==> config.mk <==
export PLATFORM = sky130hd
export DESIGN_NAME = loop_trip_ctrl
export DESIGN_NICKNAME = d
export VERILOG_FILES = /design/src/rtl/loop_trip_ctrl_pkg.sv /design/src/rtl/loop_trip_entry.sv /design/src/rtl/loop_trip_ctrl.sv
export SDC_FILE = /design/constraint.sdc
export NUM_CORES = 1
export LEC_CHECK = 0
export BUFFER_PORTS_ARGS = -buffer_cell sky130_fd_sc_hd__buf_2
export CORE_MARGIN = 3
export CORE_UTILIZATION = 45
export CTS_CLUSTER_SIZE = 10
export DETAILED_ROUTE_END_ITERATION = 10
export MAX_ROUTING_LAYER = met4
export RECOVER_POWER = 100
export SLEW_MARGIN = 40
export SYNTH_ARGS = -nofsm -noshare
export SYNTH_HDL_FRONTEND = slang
export SYNTH_SLANG_ARGS = --single-unit
==> constraint.sdc <==
create_clock -name cpu_clk -period 4.11 [get_ports cpu_clk]
set_input_delay 0.2055 -clock cpu_clk [delete_from_list [all_inputs] [get_ports cpu_clk]]
set_output_delay 0.2055 -clock cpu_clk [all_outputs]
set_load 0.005 [all_outputs]
==> src/rtl/loop_trip_ctrl_pkg.sv <==
// Shared definitions for the loop-trip predictor: address width, entry state
// encoding and the default confirmation count.
`ifndef ADDR_WIDTH
`define ADDR_WIDTH 32
`endif

package loop_trip_ctrl_pkg;

  // Two-bit entry state; the encoding is fixed so that 0 means "free".
  typedef enum logic [1:0] {
    ST_INVALID = 2'd0,
    ST_TRAIN   = 2'd1,
    ST_CHECK   = 2'd2,
    ST_LOCK    = 2'd3
  } entry_state_t;

  localparam int CONF_MAX_DEFAULT = 2;
  localparam int ADDR_W           = `ADDR_WIDTH;

endpackage

==> src/rtl/loop_trip_entry.sv <==
// One loop-predictor table entry: holds tag, learned trip count, running
// iteration count and confirmation count, and walks TRAIN -> CHECK -> LOCK.
module loop_trip_entry
  import loop_trip_ctrl_pkg::*;
#(
  parameter int TRIP_W   = 10,
  parameter int CONF_MAX = CONF_MAX_DEFAULT,
  parameter int AW       = ADDR_W
) (
  input  logic              cpu_clk,
  input  logic              cpu_rst,
  input  logic              alloc,
  input  logic              upd,
  input  logic              taken,
  input  logic              kill,
  input  logic [AW-1:0]     alloc_tag,
  output entry_state_t      state,
  output logic [AW-1:0]     tag,
  output logic [TRIP_W-1:0] trip,
  output logic [TRIP_W-1:0] iter
);

  localparam logic [TRIP_W-1:0] ITER_MAX = '1;
  localparam logic [2:0]        CONF_LIM = 3'(CONF_MAX);

  entry_state_t      state_n;
  logic [AW-1:0]     tag_n;
  logic [TRIP_W-1:0] trip_n;
  logic [TRIP_W-1:0] iter_n;
  logic [1:0]        conf, conf_n;
  logic [2:0]        conf_inc;

  // Next-state and counter update; kill beats allocation beats training.
  always_comb begin
    state_n  = state;
    tag_n    = tag;
    trip_n   = trip;
    iter_n   = iter;
    conf_n   = conf;
    conf_inc = {1'b0, conf} + 3'd1;
    if (kill) begin
      state_n = ST_INVALID;
    end else if (alloc) begin
      state_n = ST_TRAIN;
      tag_n   = alloc_tag;
      iter_n  = {{(TRIP_W-1){1'b0}}, 1'b1};
      conf_n  = '0;
    end else if (upd) begin
      case (state)
        ST_TRAIN: begin
          if (taken) begin
            // Saturation means the loop is longer than we can count: drop it.
            if (iter == ITER_MAX) state_n = ST_INVALID;
            else                  iter_n  = iter + 1'b1;
          end else begin
            trip_n  = iter;
            iter_n  = '0;
            conf_n  = '0;
            state_n = ST_CHECK;
          end
        end
        ST_CHECK, ST_LOCK: begin
          if (taken) begin
            if (iter < trip) iter_n  = iter + 1'b1;
            else             state_n = ST_INVALID;
          end else if (iter == trip) begin
            iter_n = '0;
            if (state == ST_CHECK) begin
              conf_n = conf_inc[1:0];
              if (conf_inc == CONF_LIM) state_n = ST_LOCK;
            end
          end else begin
            state_n = ST_INVALID;
          end
        end
        default: ;
      endcase
    end
  end

  // Entry registers; reset clears everything so lookups see a clean table.
  always_ff @(posedge cpu_clk) begin
    if (cpu_rst) begin
      state <= ST_INVALID;
      tag   <= '0;
      trip  <= '0;
      iter  <= '0;
      conf  <= '0;
    end else begin
      state <= state_n;
      tag   <= tag_n;
      trip  <= trip_n;
      iter  <= iter_n;
      conf  <= conf_n;
    end
  end

endmodule

==> src/rtl/loop_trip_ctrl.sv <==
// Loop-trip controller: fully associative table of loop entries trained from
// EX-stage branch outcomes and looked up combinationally by the fetch PC.
module loop_trip_ctrl
  import loop_trip_ctrl_pkg::*;
#(
  parameter int ENTRIES  = 4,
  parameter int TRIP_W   = 10,
  parameter int CONF_MAX = CONF_MAX_DEFAULT
) (
  input  logic                   cpu_clk,
  input  logic                   cpu_rst,
  input  logic [`ADDR_WIDTH-1:0] pc,
  input  logic                   br_valid_ex,
  input  logic [`ADDR_WIDTH-1:0] pc_ex,
  input  logic                   br_taken_ex,
  input  logic                   loop_kill,
  output logic                   loop_hit,
  output logic                   loop_predict_taken,
  output logic                   loop_tracking
);

  localparam int PTR_W = $clog2(ENTRIES);

  entry_state_t            st     [ENTRIES];
  logic [`ADDR_WIDTH-1:0]  tg     [ENTRIES];
  logic [TRIP_W-1:0]       trip_q [ENTRIES];
  logic [TRIP_W-1:0]       iter_q [ENTRIES];

  logic [ENTRIES-1:0] ex_match, upd_vec, alloc_vec;
  logic [PTR_W-1:0]   ptr, victim;
  logic               any_match, found_inv, can_alloc, do_alloc, use_ptr;

  for (genvar g = 0; g < ENTRIES; g++) begin : g_entry
    loop_trip_entry #(
      .TRIP_W   (TRIP_W),
      .CONF_MAX (CONF_MAX),
      .AW       (`ADDR_WIDTH)
    ) u_entry (
      .cpu_clk   (cpu_clk),
      .cpu_rst   (cpu_rst),
      .alloc     (alloc_vec[g]),
      .upd       (upd_vec[g]),
      .taken     (br_taken_ex),
      .kill      (loop_kill),
      .alloc_tag (pc_ex),
      .state     (st[g]),
      .tag       (tg[g]),
      .trip      (trip_q[g]),
      .iter      (iter_q[g])
    );
  end

  // EX-side tag match and victim choice: lowest free entry, else the
  // round-robin slot unless it holds a locked loop.
  always_comb begin
    found_inv = 1'b0;
    victim    = ptr;
    for (int i = 0; i < ENTRIES; i++) begin
      ex_match[i] = (st[i] != ST_INVALID) && (tg[i] == pc_ex);
    end
    for (int i = ENTRIES - 1; i >= 0; i--) begin
      if (st[i] == ST_INVALID) begin
        found_inv = 1'b1;
        victim    = PTR_W'(i);
      end
    end
    any_match = |ex_match;
    upd_vec   = ex_match & {ENTRIES{br_valid_ex}};
    can_alloc = found_inv || (st[ptr] != ST_LOCK);
    do_alloc  = br_valid_ex && br_taken_ex && !any_match && can_alloc;
    use_ptr   = do_alloc && !found_inv;
    for (int i = 0; i < ENTRIES; i++) begin
      alloc_vec[i] = do_alloc && (victim == PTR_W'(i));
    end
  end

  // Round-robin replacement pointer; kill returns it to slot 0.
  always_ff @(posedge cpu_clk) begin
    if (cpu_rst || loop_kill) ptr <= '0;
    else if (use_ptr)         ptr <= ptr + 1'b1;
  end

  // Fetch lookup on registered state; tags are unique so at most one hits.
  always_comb begin
    loop_tracking      = 1'b0;
    loop_hit           = 1'b0;
    loop_predict_taken = 1'b0;
    for (int i = 0; i < ENTRIES; i++) begin
      if ((st[i] != ST_INVALID) && (tg[i] == pc)) begin
        loop_tracking = 1'b1;
        if (st[i] == ST_LOCK) begin
          loop_hit           = 1'b1;
          loop_predict_taken = (iter_q[i] != trip_q[i]);
        end
      end
    end
  end

endmodule

==> impl_metrics.csv, run 1 <==
group,metric,value,unit
global_route,grt_overflow_total,0,
routing,drtAntennaViolNets,0,
timing,tightest_slew,1.29,ns
setup_path,worstSetupEndpointType,"flop",
global_route,grt_max_degree,89,
yosys,synth_top_area_share,33.0,%
global_route,grt_pass1_vias,11173,
setup_path,path_buf_inv,2,
floorplan,die_h,180,microns
layout,layout-drive-gt1-share,8.52,%
layout,final_cells,1998,
routing,avgViaCountPerCell,5.62,
setup_path,cp.arrival,4.19,ns
yosys,synth_area_per_cell,8.71,sq um
timing,rsz0062_at_grt,"no",
timing,drv_slew,0,
layout,final_nets,1713,
routing,totalWireLength,43800,microns
power_and_ir_drop,p_switching,1.27,mW
yosys,syn-cell-area,13700,sq um
floorplan,fp.dieW,180,microns
clocking,clock_latency,0.55,ns
floorplan,fp.coreArea,29800,sq um
clocking,cts_sinks,226,
routing,num_vias,11235,
layout,final_common_cell,"nor2_1",
yosys,ys_types,70,
power_and_ir_drop,power,5.02,mW
timing,timing.fmax,266,MHz
setup_path,crit_type,"reg -> reg",
routing,dr.pass1.iters,5,
floorplan,die_area,32600,sq um
setup_path,crit_chain,"nor2_1 > or4_1 > o211a_1 > o41a_1 > nand4_4 > nor3_4 > clkbuf_2 > inv_1 > a21oi_1 > mux2_2",
layout,syn_to_final_growth,9.58,%
clocking,cts_root_buf,"clkbuf_16",
floorplan,start_util,46.0,%
yosys,synth_top_cell_by_area,"dfxtp_1",
power_and_ir_drop,p_sw_share,25.4,%
floorplan,ios,72,
status,status,"complete, no violations",
global_route,antenna_found_initial,0,
layout,seq_area,4520,sq um
yosys,synth_edf_count,0,
job,max_cap_violations,0,
placement,place.gp.congestion,1.11,
min_path,hp-class,"in -> reg",
layout,final.fill_count,2945,
timing,period_share,91.6,%
layout,multi_input_area,8490,sq um
yosys,ys_ff_latch,226,
setup_path,critPathRequiredTime,4.53,ns
power_and_ir_drop,pwr-share-clk,46.3,%
timing,worst_clock_skew,0.0213,ns
timing,slew_headroom,13.9,%
timing,hold_violations,0,
power_and_ir_drop,seqPwrFrac,44.3,%
routing,drcViolationCount,0,
power_and_ir_drop,ir_worst_vdd,332,uV
power_and_ir_drop,p_per_area,335,nW/um^2
power_and_ir_drop,p_leak,6.05,nW
timing,finalCriticalPeriod,3.76,ns
clocking,clk_path_buf_depth,3,
layout,antenna_cells,0,
setup_path,slowest_stage,"clkbuf_2",
yosys,seq_area_frac_synth,33.0,%
yosys,synth_ff_type,"dfxtp_1",
yosys,syn_inst,1572,
clocking,cts_setup_buffers,0,
setup_path,cp-start-kind,"flop",
clocking,htreeDepth,1,
setup_path,crit_family,"simple AND/OR/NAND/NOR gates",
yosys,synth.area.top_cells,"dfxtp_1, mux2i_1, xor2_1",
routing,first_iter_violations,670,
clocking,numCtsBuffers,28,
global_route,grtUsageTotal,27.0,%
yosys,async_flop_share,0,%
clocking,hold_buffers,0,
global_route,grt_pass1_wl,67100,microns
timing,timing.hold.ws,0.0518,ns
routing,drt-wirelength-per-cell,21.9,microns
yosys,syn_nets,1689,
clocking,cts_tree,"done",
setup_path,cp_max_fo,17,
power_and_ir_drop,power_frac_comb,9.4,%
layout,final_cell_mix,"nor2_1, dfxtp_1, mux2i_1",
yosys,yosys_warnings,0,
clocking,cts_resized,0,
clocking,path_clk_slew,0.06,ns
placement,hpwl,33300,microns
power_and_ir_drop,p_int,3.75,mW
floorplan,num_rows,63,
setup_path,cpPeakStageDelay,0.70,ns
timing,setup-violations-final,0,
placement,port_buffers,71,
timing,setup_tns,0,ns
placement,place_inst,1956,
-- state kept, by name (all words and copies together) (netlist names) --
name / flops
g_entry.u_entry.tag: 128
g_entry.u_entry.iter: 40
g_entry.u_entry.trip: 40
g_entry.u_entry.conf: 8
g_entry.u_entry.state: 8
ptr: 2
-- tightest hold or removal path: stages --
cell     delay [ns]
buf_2          0.17
mux2i_1        0.14
nor2_1         0.05
-- metal layers --
| metal | part of all wire (%) | routed length (microns) | up-vias | GRT usage, % |
|---|---|---|---|---|
| li1 | - | - | 5505 | - |
| met1 | 43 | 18900 | 5280 | 33.4 |
| met2 | 46 | 20200 | 328 | 43.6 |
| met3 | 4.9 | 2160 | 122 | 4.14 |
| met4 | 6.0 | 2610 | 0 | 12.4 |
| met5 | 0 | 0 | - | - |
-- synthesized netlist by cell type, types with 17 or more instances --
cell      instances
xnor2_1          93
clkbuf_1         53
a21oi_1          51
inv_1            59
mux2i_1         168
nor4_1           59
a21o_1           18
nand4_1          48
nor3_1           18
nand2_1          47
xor2_1          164
nand3_1          24
o21ai_0          37
nor2_1          246
or3_1            17
buf_2            21
ha_1             48
dfxtp_1         226
-- per-stage QoR --
stage | setup slack [ns] | area, sq um | util (%)
2_1_floorplan | 1.22 | 13700 | -
3_3_place_gp | 0.484 | 14200 | 47.8
3_5_place_dp | 0.585 | 14200 | 47.8
4_1_cts | 0.446 | 15100 | 50.6
5_1_grt | 0.154 | 15000 | 50.4
6_report | 0.345 | 15000 | 50.4
-- layout make-up --
| class | count | share of cell area (%) |
|---|---|---|
| Multi-Input combinational cell | 1197 | 56.6 |
| Clock inverter | 3 | 0.267 |
| Sequential cell | 226 | 30.1 |
| Tap cell | 390 | 3.25 |
| Clock buffer | 39 | 5.35 |
| Inverter | 60 | 1.50 |
| Timing Repair Buffer | 83 | 2.90 |
-- worst paths after layout --
path                                endpoint  slack [ns]  cells past startpoint                         from
setup / recovery  g_entry[0].u_entry.conf[0]        0.35                     10  g_entry[2].u_entry.state[1]
hold reg to reg   g_entry[1].u_entry.conf[1]        0.45                      2   g_entry[1].u_entry.conf[1]
hold / removal     g_entry[1].u_entry.tag[2]        0.05                      3                     pc_ex[2]
setup reg to reg  g_entry[0].u_entry.conf[0]        0.35                     10  g_entry[2].u_entry.state[1]
-- power groups by stage --
stage,registers (mW),logic [mW],clock network [mW]
3_3_place_gp,2.27,0.467,0
6_report,2.22,0.473,2.33
4_1_cts,2.22,0.467,2.38
5_1_grt,2.22,0.497,2.45
2_1_floorplan,2.26,0.287,0
3_5_place_dp,2.27,0.465,0
-- cells by family (layout without fill, tap and decap cells) --
kind of cell / after synthesis / count (layout) / share of synthesized area [%]
buffers and inverters: 149 / 185 / 4.90
AND/OR/NAND/NOR: 551 / 551 / 20.3
AO/OA/AOI/OAI: 165 / 165 / 7.83
adder cells (fa/ha/maj): 48 / 48 / 4.38
flip-flops: 226 / 226 / 33.0
XOR/XNOR: 260 / 260 / 16.8
multiplexers: 173 / 173 / 12.8
No activity file was read; power rests on OpenSTA's default activity.
==> run 2, diff against run 1 <==
--- a/config.mk
+++ b/config.mk
@@ -5,6 +5,7 @@
 export SDC_FILE = /design/constraint.sdc
 export NUM_CORES = 1
 export LEC_CHECK = 0
+export ABC_AREA = 1
 export BUFFER_PORTS_ARGS = -buffer_cell sky130_fd_sc_hd__buf_2
 export CORE_MARGIN = 3
 export CORE_UTILIZATION = 45
==> run 2 against run 1 <==
  * Critical path depth rose by 3
  * Clock-buffer cell count rose by 1
  * Core utilization fell by 0.35 points
  * First-iteration DRC count rose to 2.6 times the previous value
  * Non-clock buffer count rose by 2
  * Largest power group unchanged
  * Highest routed layer unchanged
==> impl_metrics.csv, run 2 <==
group,metric,value,unit
placement,place.gp.congestion,1.13,
clocking,cts_resized,0,
floorplan,fp.dieW,189,microns
floorplan,start_util,46.1,%
timing,hold_violations,0,
routing,drt-wirelength-per-cell,23.3,microns
placement,port_buffers,71,
yosys,synth_top_area_share,29.9,%
clocking,cts_root_buf,"clkbuf_16",
yosys,yosys_warnings,0,
setup_path,cp_max_fo,41,
yosys,yosys-top-cells-count,"nand2_1, inv_1, nor2_1, dfxtp_1, a21oi_1",
job,max_cap_violations,0,
routing,dr.pass1.iters,5,
power_and_ir_drop,power,5.34,mW
setup_path,crit_type,"reg -> reg",
yosys,syn-cell-area,15100,sq um
routing,avgViaCountPerCell,5.74,
power_and_ir_drop,p_leak,6.88,nW
clocking,cts_tree,"done",
floorplan,ios,72,
layout,final_cells,2841,
routing,drtAntennaViolNets,0,
setup_path,rrSetupSlack,0.67,ns
min_path,hp-class,"in -> reg",
floorplan,fp.coreArea,32900,sq um
timing,timing.fmax,290,MHz
routing,totalWireLength,66300,microns
timing,setup-violations-final,0,
yosys,ys_types,45,
yosys,synth.area.top_cells,"dfxtp_1, nand2_1, inv_1",
floorplan,num_rows,66,
power_and_ir_drop,ir_worst_vdd,343,uV
clocking,htreeDepth,1,
floorplan,die_h,189,microns
layout,final.fill_count,3529,
yosys,synth_top_cell_by_area,"dfxtp_1",
global_route,antenna_found_initial,1,
layout,largest_reg_flops,128,
yosys,async_flop_share,0,%
status,status,"complete, no violations",
setup_path,cp-start-kind,"flop",
routing,drcViolationCount,0,
routing,num_vias,16309,
timing,period_share,83.8,%
global_route,grt_max_degree,98,
layout,utilization,50.0,%
yosys,synth_ff_type,"dfxtp_1",
layout,final_nets,2500,
placement,hpwl,51900,microns
setup_path,worstSetupEndpointType,"flop",
layout,final_common_cell,"nand2_1",
layout,final_cell_mix,"nand2_1, inv_1, nor2_1",
layout,reg.largest.list,"g_entry.u_entry.tag x128, g_entry.u_entry.iter x40, g_entry.u_entry.trip x40",
global_route,grt_pass1_vias,15044,
clocking,path_clk_slew,0.06,ns
yosys,synth_edf_count,0,
global_route,grt_pass1_wl,95900,microns
global_route,grtUsageTotal,36.8,%
timing,slew_headroom,38.6,%
yosys,seq_area_frac_synth,29.9,%
clocking,hold_buffers,0,
layout,top_register,"g_entry.u_entry.tag",
routing,first_iter_violations,1744,
clocking,cts_sinks,226,
timing,tightest_slew,0.921,ns
clocking,cts_setup_buffers,0,
setup_path,critPathRequiredTime,4.55,ns
clocking,clock_latency,0.57,ns
floorplan,die_area,35900,sq um
yosys,syn_nets,2494,
timing,finalCriticalPeriod,3.44,ns
timing,rsz0062_at_grt,"no",
yosys,synth_area_per_cell,6.37,sq um
yosys,syn_inst,2377,
timing,worst_clock_skew,0.0124,ns
power_and_ir_drop,p_per_area,325,nW/um^2
yosys,ys_ff_latch,226,
setup_path,cp.arrival,3.89,ns
global_route,grt_overflow_total,0,
clocking,numCtsBuffers,28,
yosys,synth_most_common_cell,"nand2_1",
placement,place_inst,2794,
timing,setup_tns,0,ns
layout,syn_to_final_growth,8.59,%
timing,drv_slew,0,
clocking,clk_path_buf_depth,3,
layout,layout-drive-gt1-share,6.01,%
-- run 2: cell types whose count changed in the layout (fill, tap and decap cells not counted), sizes merged, moves of 102 or more --
cell | before | now
inv | 59 | 345
mux2i | 168 | 0
a21oi | 51 | 196
nand3 | 24 | 126
nand2 | 47 | 488
o21ai | 38 | 200
xor2 | 164 | 31
-- run 2: cell families (layout without fill, tap and decap cells) --
family,after synthesis,after routing,synth area share (%)
xor+xnor,101,101,5.84
buf+inv,454,473,12.1
other cells,0,3,0
fa+ha+maj,48,48,3.97
flops,226,226,29.9
simple gates,1043,1043,29.9
compound gates,505,505,18.2
-- run 2: metal layers --
layer	global-route usage (%)	vias to the layer above	share of wire [%]
met5	-	-	0
met4	17.8	0	6.3
met3	8.42	183	10
met2	56.5	820	43
met1	45.7	7521	40
li1	-	7785	-
-- run 2: worst paths after layout --
| check | start | endpoint | depth (start not counted) |
|---|---|---|---|
| hold / removal | pc_ex[1] | g_entry[0].u_entry.tag[1] | 3 |
| setup / recovery | g_entry[0].u_entry.state[1] | g_entry[0].u_entry.tag[13] | 13 |
| hold reg to reg | g_entry[2].u_entry.trip[0] | g_entry[2].u_entry.trip[0] | 2 |
| setup reg to reg | g_entry[0].u_entry.state[1] | g_entry[0].u_entry.tag[13] | 13 |
-- run 2: metrics by stage --
stage          area, sq um  setup WS (ns)  hold slack [ns]
2_1_floorplan        15100           2.04            0.395
3_3_place_gp         15700          0.965            0.442
3_5_place_dp         15700          0.985            0.446
4_1_cts              16500          0.852           0.0532
5_1_grt              16400          0.388           0.0770
6_report             16400          0.666           0.0717
-- run 2: power by group --
| group | leakage [nW] | switching (mW) | internal [mW] |
|---|---|---|---|
| Clock | 0.414 | 1.00 | 1.38 |
| Combinational | 4.64 | 0.512 | 0.188 |
| Sequential | 1.83 | 0.0319 | 2.22 |
| Total | 6.88 | 1.54 | 3.79 |
-- run 2: final cells by class --
cell class / instances / area, sq um / share of cell area (%)
Antenna cell: 3 / 7.51 / 0.0457
Clock buffer: 40 / 796 / 4.84
Clock inverter: 3 / 51.3 / 0.312
Inverter: 345 / 1300 / 7.91
Multi-Input combinational cell: 1697 / 8730 / 53.1
Sequential cell: 226 / 4520 / 27.5
Tap cell: 442 / 553 / 3.36
Timing Repair Buffer: 85 / 483 / 2.94
-- run 2: worst max-delay path, cell delays in order, from the launching register on --
cell and delay, ns:
dfxtp_1 0.38, nor2_1 0.38, inv_1 0.31, nand2_1 0.17
nor3_1 0.09, nand3_1 0.13, nand3_1 0.08, inv_1 0.08
nand3_1 0.18, nor2_8 0.22, nand4_4 0.56, buf_4 0.48
o21ai_0 0.18, a21oi_1 0.06
==> run 3, diff against run 2 <==
==> constraint.sdc (replaced) <==
create_clock -name cpu_clk -period 3.4 [get_ports cpu_clk]
set_input_delay 0.17 -clock cpu_clk [delete_from_list [all_inputs] [get_ports cpu_clk]]
set_output_delay 0.17 -clock cpu_clk [all_outputs]
set_load 0.005 [all_outputs]
==> run 3 against run 2 <==
  * Core utilization grew 0.16 points
  * Final cell count increased by 0.28%
  * Clock power increased by 18%
  * Sequential share of layout area shrank 0.090 points
  * Sequential power grew 21%
  * Routed wire length increased by 1.3%
  * Clock-buffer cell count increased by 1
  * Clock skew increased by 0.0029 ns
  * Critical path depth fell by 1
  * Sequential cell count did not move
  * Worst setup slack got worse by 0.55 ns
  * Power grew 20%
  * Largest power group unchanged
==> impl_metrics.csv, run 3 (synthesis gave the netlist of run 2 again) <==
group,metric,value,unit
setup_path,crit_type,"reg -> reg",
routing,dr.pass1.iters,8,
placement,placed_area,15700,sq um
setup_path,critPathRequiredTime,3.89,ns
timing,worst_clock_skew,0.0153,ns
layout,final_cells,2849,
routing,totalWireLength,67200,microns
global_route,grt_pass1_wl,97700,microns
power_and_ir_drop,p_per_area,388,nW/um^2
global_route,grt_max_degree,157,
floorplan,ios,72,
timing,setup_slack,0.112,ns
layout,antenna_cells,0,
layout,final_cell_mix,"nand2_1, inv_1, nor2_1",
setup_path,reg2regPathDepth,12,
job,max_cap_violations,0,
layout,layout-drive-gt1-share,6.56,%
global_route,met3_usage,5.55,%
floorplan,die_area,35900,sq um
power_and_ir_drop,power_frac_comb,13.4,%
layout,final.fill_count,3510,
setup_path,cp.arrival,3.78,ns
min_path,hp-class,"in -> reg",
timing,rsz0062_at_grt,"no",
floorplan,num_rows,66,
timing,timing.hold.ws,0.0422,ns
timing,hold_violations,0,
layout,final_common_cell,"nand2_1",
timing,drv_slew,0,
global_route,antenna_found_initial,0,
clocking,clk_path_buf_depth,3,
global_route,use_met1,49.1,%
floorplan,fp.coreArea,32900,sq um
layout,fin_area,16500,sq um
routing,drtAntennaViolNets,0,
power_and_ir_drop,ir_worst_vdd,394,uV
power_and_ir_drop,pwr-share-clk,44.1,%
setup_path,cp-start-kind,"flop",
layout,largest_reg_flops,128,
layout,top_register,"g_entry.u_entry.tag",
routing,avgViaCountPerCell,5.82,
floorplan,fp.dieW,189,microns
global_route,grt_pass1_vias,15217,
layout,reg.largest.list,"g_entry.u_entry.tag x128, g_entry.u_entry.iter x40, g_entry.u_entry.trip x40",
timing,tightest_slew,0.939,ns
routing,first_iter_violations,1986,
timing,timing.fmax,304,MHz
power_and_ir_drop,p_int,4.52,mW
routing,num_vias,16590,
placement,hpwl,52700,microns
power_and_ir_drop,p_leak,6.92,nW
layout,final_nets,2510,
clocking,clock_latency,0.57,ns
clocking,htreeDepth,1,
clocking,cts_tree,"done",
clocking,cts_root_buf,"clkbuf_16",
power_and_ir_drop,p_switching,1.89,mW
floorplan,die_h,189,microns
clocking,numCtsBuffers,28,
timing,setup-violations-final,0,
setup_path,cp_max_fo,64,
layout,syn_to_final_growth,8.95,%
power_and_ir_drop,p_sw_share,29.5,%
power_and_ir_drop,seqPwrFrac,42.4,%
clocking,path_clk_slew,0.06,ns
timing,setup_tns,0,ns
routing,drcViolationCount,0,
routing,drt-wirelength-per-cell,23.6,microns
power_and_ir_drop,power,6.40,mW
floorplan,start_util,46.1,%
layout,utilization,50.2,%
min_path,whs_path_depth,3,
clocking,cts_sinks,226,
setup_path,worstSetupEndpointType,"flop",
status,status,"complete, no violations",
placement,place.gp.congestion,1.13,
timing,period_share,96.7,%
placement,place_inst,2804,
global_route,top_usage_layer,"met2",
timing,slew_headroom,37.4,%
timing,finalCriticalPeriod,3.29,ns
global_route,grt_use_met2,57.3,%
layout,seq_area,4520,sq um
global_route,grt_overflow_total,0,
global_route,grtUsageTotal,37.4,%
placement,dp_slack,0.461,ns
layout,multi_input_area,8730,sq um
placement,port_buffers,71,
-- run 3: cell types whose count changed in the layout (fill, tap and decap cells not counted), moves of 3 or more --
cell / before / now
buf_4: 8 / 12
diode_2: 3 / 0
o21ai_0: 191 / 194
o21ai_1: 9 / 6
-- run 3: path summary, 6_finish.rpt --
path	startpoint	endpoint	slack, ns
max	g_entry[3].u_entry.tag[18]	g_entry[0].u_entry.tag[1]	0.11
min	pc_ex[5]	g_entry[3].u_entry.tag[5]	0.04
max reg2reg	g_entry[3].u_entry.tag[18]	g_entry[0].u_entry.tag[1]	0.11
min reg2reg	g_entry[2].u_entry.trip[0]	g_entry[2].u_entry.trip[0]	0.46
-- run 3: power by group through the flow --
stage / Combinational (mW) / Sequential (mW) / Clock, mW
floorplan: 0.489 / 2.76 / 0
global placement: 0.831 / 2.77 / 0
detailed placement: 0.824 / 2.77 / 0
CTS: 0.828 / 2.72 / 2.85
global route: 0.904 / 2.72 / 2.94
finish: 0.860 / 2.72 / 2.83
-- run 3: repair_timing --
item                                    CTS  global route
endpoints found under the setup margin    0             1
hold endpoints to repair                  1             0
resized for setup                         0             2
hold buffers                              1             0
setup buffers                             0             0
-- run 3: routing by layer --
metal | wire length (microns) | part of all wire (%) | vias up
li1 | - | - | 7800
met1 | 27700 | 41 | 7690
met2 | 29000 | 43 | 884
met3 | 6450 | 9.6 | 216
met4 | 3960 | 5.9 | 0
met5 | 0 | 0 | -
-- run 3: critical path: stages, from the launching register on --
cell and delay [ns]:
dfxtp_1 0.36, xnor2_1 0.35, nand2_1 0.19, nor2_1 0.17, nand2_1 0.07, nor2_1 0.30, nand3_1 0.24, nand2_1 0.25
nor2_8 0.09, nand4_4 0.12, clkbuf_4 0.63, o21ai_0 0.21, a21oi_1 0.16
-- run 3: area by class of cell --
| class | instances | area share [%] |
|---|---|---|
| Multi-Input combinational cell | 1697 | 53.0 |
| Sequential cell | 226 | 27.4 |
| Inverter | 345 | 7.93 |
| Clock buffer | 41 | 4.85 |
| Tap cell | 442 | 3.35 |
| Timing Repair Buffer | 95 | 3.34 |
| Clock inverter | 3 | 0.159 |
